[config.mk]
export PLATFORM = sky130hd
export DESIGN_NAME = led_pattern_gen
export DESIGN_NICKNAME = d
export VERILOG_FILES = /design/src/rtl/led_pattern_gen.sv
export SDC_FILE = /design/constraint.sdc
export NUM_CORES = 1
export LEC_CHECK = 0
export CORE_ASPECT_RATIO = 1.4
export CORE_MARGIN = 5
export CORE_UTILIZATION = 55
export DETAILED_ROUTE_END_ITERATION = 12
export GPL_ROUTABILITY_DRIVEN = 0
export GPL_TIMING_DRIVEN = 0
export PLACE_DENSITY = 0.8
export RECOVER_POWER = 50
export SLEW_MARGIN = 20
export SYNTH_ARGS = -nofsm -noshare
export SYNTH_HDL_FRONTEND = slang
export SYNTH_SLANG_ARGS = --single-unit
[constraint.sdc]
create_clock -name clk -period 4.2 [get_ports clk]
set_clock_uncertainty 0.05 [all_clocks]
set_input_delay 0.42 -clock clk [delete_from_list [all_inputs] [get_ports clk]]
set_output_delay 0.42 -clock clk [all_outputs]
set_load 0.01 [all_outputs]
[src/rtl/led_pattern_gen.sv]
// led_pattern_gen: tick-driven PMOD pattern engine (count/scan/breathe)
// with debounced mode/pause switches, pause LED and heartbeat LED.
// Ports: clk, rst_n (async, active low), sw1 (mode), sw2 (pause),
//   led1 (paused), led2 (heartbeat), pmod[N_CH], mode[2].
// Build option: LED_PATTERN_PWM_EN adds BREATHE mode and PWM logic.
module led_pattern_gen #(
  parameter int N_CH            = 8,
  parameter int PRESCALE_W      = 20,
  parameter int DEBOUNCE_CYCLES = 65536,
  parameter int PWM_W           = 8
) (
  input  logic            clk,
  input  logic            rst_n,
  input  logic            sw1,
  input  logic            sw2,
  output logic            led1,
  output logic            led2,
  output logic [N_CH-1:0] pmod,
  output logic [1:0]      mode
);

  if (N_CH < 1 || DEBOUNCE_CYCLES < 1 || PWM_W < 1 ||
      PRESCALE_W < 1) begin : g_param_chk
    $error("led_pattern_gen: bad parameter");
  end

  typedef enum logic [1:0] {
    M_COUNT   = 2'd0,
    M_SCAN    = 2'd1,
    M_BREATHE = 2'd2
  } mode_t;

  localparam int DBW = $clog2(DEBOUNCE_CYCLES + 1);
  localparam logic [DBW-1:0] DB_LAST =
    DBW'(DEBOUNCE_CYCLES - 1);
  localparam logic [N_CH-1:0] ONE_HOT0 = N_CH'(1);

  // prescaler and tick
  logic [PRESCALE_W-1:0] pre;
  logic                  tick;

  assign tick = &pre;

  always_ff @(posedge clk or negedge rst_n) begin
    if (!rst_n) pre <= '0;
    else        pre <= pre + 1'b1;
  end

  // debounce: index 0 is sw1, index 1 is sw2
  logic [1:0]     raw;
  logic [1:0]     meta;
  logic [1:0]     sync;
  logic [1:0]     deb;
  logic [1:0]     press;
  logic [DBW-1:0] cnt [2];

  assign raw = {sw2, sw1};

  always_ff @(posedge clk or negedge rst_n) begin
    if (!rst_n) begin
      meta   <= '0;
      sync   <= '0;
      deb    <= '0;
      press  <= '0;
      cnt[0] <= '0;
      cnt[1] <= '0;
    end else begin
      meta <= raw;
      sync <= meta;
      for (int i = 0; i < 2; i++) begin
        press[i] <= 1'b0;
        if (sync[i] == deb[i]) begin
          cnt[i] <= '0;
        end else if (cnt[i] == DB_LAST) begin
          cnt[i]   <= '0;
          deb[i]   <= sync[i];
          // only the rising debounced edge is a press
          press[i] <= sync[i];
        end else begin
          cnt[i] <= cnt[i] + 1'b1;
        end
      end
    end
  end

  // mode sequencing
  mode_t mode_r;
  mode_t nxt_mode;

  always_comb begin
    nxt_mode = M_COUNT;
    unique case (1'b1)
      (mode_r == M_COUNT): nxt_mode = M_SCAN;
`ifdef LED_PATTERN_PWM_EN
      (mode_r == M_SCAN):  nxt_mode = M_BREATHE;
`endif
      default:             nxt_mode = M_COUNT;
    endcase
  end

  // pattern engine
  logic            paused;
  logic            dir;
  logic [N_CH-1:0] pat;
  logic [N_CH-1:0] up_nxt;
  logic [N_CH-1:0] dn_nxt;

  assign up_nxt = pat << 1;
  assign dn_nxt = pat >> 1;

`ifdef LED_PATTERN_PWM_EN
  localparam logic [PWM_W-1:0] D_MAX = '1;
  localparam logic [PWM_W-1:0] D_ONE = PWM_W'(1);

  logic [PWM_W-1:0] duty;
  logic [PWM_W-1:0] pwm_cnt;
  logic             duty_dn;
`endif

  always_ff @(posedge clk or negedge rst_n) begin
    if (!rst_n) begin
      mode_r  <= M_COUNT;
      paused  <= 1'b0;
      dir     <= 1'b0;
      pat     <= '0;
      led1    <= 1'b0;
      led2    <= 1'b0;
      pmod    <= '0;
      mode    <= 2'd0;
`ifdef LED_PATTERN_PWM_EN
      duty    <= '0;
      duty_dn <= 1'b0;
      pwm_cnt <= '0;
`endif
    end else begin
      // a press takes priority over a coincident tick
      if (press[0]) begin
        mode_r <= nxt_mode;
        pat    <= (nxt_mode == M_SCAN) ? ONE_HOT0 : '0;
        dir    <= 1'b0;
        paused <= 1'b0;
`ifdef LED_PATTERN_PWM_EN
        duty    <= '0;
        duty_dn <= 1'b0;
`endif
      end else if (press[1]) begin
        paused <= ~paused;
      end else if (tick && !paused) begin
        case (mode_r)
          M_COUNT: pat <= pat + 1'b1;
          M_SCAN: begin
            if (N_CH > 1) begin
              if (!dir) begin
                pat <= up_nxt;
                if (up_nxt[N_CH-1]) dir <= 1'b1;
              end else begin
                pat <= dn_nxt;
                if (dn_nxt[0]) dir <= 1'b0;
              end
            end
          end
`ifdef LED_PATTERN_PWM_EN
          M_BREATHE: begin
            if (!duty_dn) begin
              duty <= duty + 1'b1;
              if (duty == D_MAX - 1'b1) duty_dn <= 1'b1;
            end else begin
              duty <= duty - 1'b1;
              if (duty == D_ONE) duty_dn <= 1'b0;
            end
          end
`endif
          default: ;
        endcase
      end

      led1 <= paused;
      mode <= mode_r;
      if (tick) led2 <= ~led2;

`ifdef LED_PATTERN_PWM_EN
      pwm_cnt <= pwm_cnt + 1'b1;
      if (mode_r == M_BREATHE)
        pmod <= {N_CH{pwm_cnt < duty}};
      else
        pmod <= pat;
`else
      pmod <= pat;
`endif
    end
  end

endmodule
==> flow_summary.yaml <==
min_path:
  hold_class: "reg -> reg"
  min_from: "meta[1]$_DFF_PN0_"
synth:
  synth_compound_area_share_pct: 8.20
  synth_common_cells: "dfrtp_1, nor2_1, xnor2_1"
  synth_flop_cell: "dfrtp_1"
  synth_edf_count: 0
  ys_types: 53
  synth_top_family_by_area: "simple AND/OR/NAND/NOR gates"
  syn_area_um2: 3880
  syn-instance-count: 355
  synth_mux_area_share_pct: 1.81
  syn-num-nets: 363
  synth-seq-area-share_pct: 54.2
  yosysMostFrequentCell: "dfrtp_1"
  ys_ff_latch: 84
  synthXorXnorAreaFrac_pct: 10.6
  async_reset_ff_share_pct: 100
  synth_area_leader_cell: "dfrtp_1"
  synth_area_leaders: "dfrtp_1, xnor2_1, nor2_1"
  synthDominantCellAreaShare_pct: 54.2
  synth_warnings: 0
  synth_fa_ha_area_share_pct: 1.29
  synth-simple-area-share_pct: 20.5
  syn_avg_cell_area_um2: 10.9
critical_path:
  critPathBufInv: 2
  critPathLaunch: "rst_n"
  worst_setup_path_end_kind: "asynchronous set/reset pin"
  worstPathRequired_ns: 4.16
  crit_path_max_incr_delay_ns: 1.58
  worstPathCellList: "dlygate4sd3_1, clkbuf_1"
  crit_path_top_delay_cell: "clkbuf_1"
  worstPathArrival_ns: 2.54
  timing.rr.start: "pre[9]$_DFF_PN0_"
  crit_fanout: 42
  timing.critical_path.max_delay_family: "buffers and inverters"
  cp-start-kind: "input pin"
  crit_type: "in -> async"
cts:
  path_clk_slew_ns: 0.07
  htreeDepth: 3
  cts_max_path_buffers: 2
  cts_made_buffers: 9
  root_buffer: "clkbuf_8"
  clock_latency_ns: 0.35
  cts_tree: "built"
  clock_sinks: 84
status:
  status: "finished, violations left"
  violations: "max-capacitance violations, max-slew violations"
grt:
  grt_start_max_net_pins: 44
  grt-ovfl-total: 0
  antenna_found_initial: 0
  grt_usage_pct: 18.0
  grt_pass1_vias: 2775
  grt_pass1_wl_um: 12500
die:
  die_w_um: 81.0
  dieArea_um2: 8850
  placementRows: 36
  core-area_um2: 6940
  start_util_pct: 55.9
  pin_count: 16
  die_h_um: 109
routing:
  drt_iter0_drc: 133
  ant_nets: 0
  wl_per_cell_um: 14.7
  viasPerCell: 5.71
  drt_pass1_iterations: 4
  num_vias: 2745
  routed_wl_um: 7090
  drc: 0
placement:
  dp_hpwl_um: 4840
  dpl_worst_slack_ns: 1.90
  io_buffers: 14
pwr:
  p_per_area_nw_per_um2: 359
  power_leakage_nw: 1.87
  ir_worst_vdd_uv: 182
timing:
  worst_pin_slew_ns: 2.22
  final-max-slew-violation-count: 42
  max_freq_mhz: 387
  relSlewSlack_pct: -47.8
  rsz0062_at_grt: "false"
  setup_violations: 0
  min_period_over_period_pct: 61.5
  fin_ws_ns: 1.62
  hold_violations: 0
  min_period_ns: 2.58
cells_and_area:
  final_core_util_pct: 63.6
  final_nets: 390
  antennaDiodeCount: 0
  fillCellCount: 574
  area_growth_pct: 13.8
  drive_gt1_share_pct: 9.84
job:
  max-cap-violations: 1
==> cell usage in the layout, fill, tap and decap left out, types with 3 or more instances in the layout <==
master and n:
ha_1 4, and3_2 3, mux2i_1 4, nand2b_1 3, nor4_1 8, xnor2_1 31
inv_1 17, nand3_1 25, a31oi_1 3, nor3_1 11, a21oi_1 3, o211ai_1 3
bufinv_16 4, o311ai_0 4, clkbuf_8 9, clkbuf_1 7, nand2_1 21, dlygate4sd3_1 3
dfrtp_1 84, xor2_1 16, clkdlybuf4s50_1 11, nor2_1 40, and3_1 6, nand4_1 14
==> where the power goes <==
part	switching, mW	internal (mW)
combinational	0.0254	0.0122
clock	0.276	0.451
sequential	0.00754	0.815
==> logic make-up after synthesis <==
group / after synthesis
simple gates: 148
flops: 84
xor+xnor: 47
compound gates: 37
buf+inv: 28
mux: 6
fa+ha+maj: 4
other cells: 1
==> registers in the layout (all words and copies together), names as in the netlist, 2 cells and up <==
name	flops
cnt	34
pre	20
pat	8
pmod	8
deb	2
meta	2
press	2
sync	2
==> worst paths after layout <==
path / endpoint / slack (ns) / depth (start not counted)
setup reg to reg: pat[1]$_DFFE_PN0P_ / 1.89 / 5
hold reg to reg: sync[1]$_DFF_PN0_ / 0.30 / 0
hold / removal: sync[1]$_DFF_PN0_ / 0.30 / 0
setup / recovery: cnt[20]$_DFF_PN0_ / 1.62 / 2
min in group asynchronous: mode[0]$_DFF_PN0_ / 1.21 / 2
max in group clk: pat[1]$_DFFE_PN0P_ / 1.89 / 5
==> per-stage QoR <==
stage | cell area [µm²] | hold slack [ns] | TNS (ns) | total power [mW] | std cells
after floorplan | 3880 | 0.0744 | 0 | 0.851 | 355
after global placement | 4140 | 0.284 | -14.08 | 0.874 | 464
after detailed placement | 4150 | 0.286 | 0 | 0.877 | 465
after CTS | 4420 | 0.302 | 0 | 1.60 | 481
after global routing | 4410 | 0.311 | 0 | 1.64 | 481
final | 4410 | 0.300 | 0 | 1.59 | 481
==> layer usage <==
| layer | share of wire [%] | up-vias | track usage, % |
|---|---|---|---|
| met3 | 3.5 | 15 | 2.46 |
| li1 | - | 1303 | - |
| met2 | 52 | 73 | 30.4 |
| met1 | 42 | 1354 | 21.5 |
| met4 | 2.8 | 0 | 11.1 |
| met5 | 0 | - | 0 |
==> repair_timing <==
item / CTS / global route
hold buffers: 1 / 0
buffers inserted: 0 / 0
gates resized for setup: 0 / 0
endpoints found under the setup margin: 0 / 0
endpoints found under the hold margin: 28 / 0
==> final cells by class <==
cell class / count / area [µm²] / area share [%]
plain buffers: 11 / 62.6 / 1.42
clock buffers: 10 / 128 / 2.89
clock inverters: 5 / 125 / 2.84
inverters: 17 / 63.8 / 1.45
multi-input cells: 243 / 1650 / 37.4
flip-flops and latches: 84 / 2100 / 47.6
well taps: 95 / 119 / 2.69
repair buffers: 16 / 164 / 3.71
(Power assumes the default switching activity.)
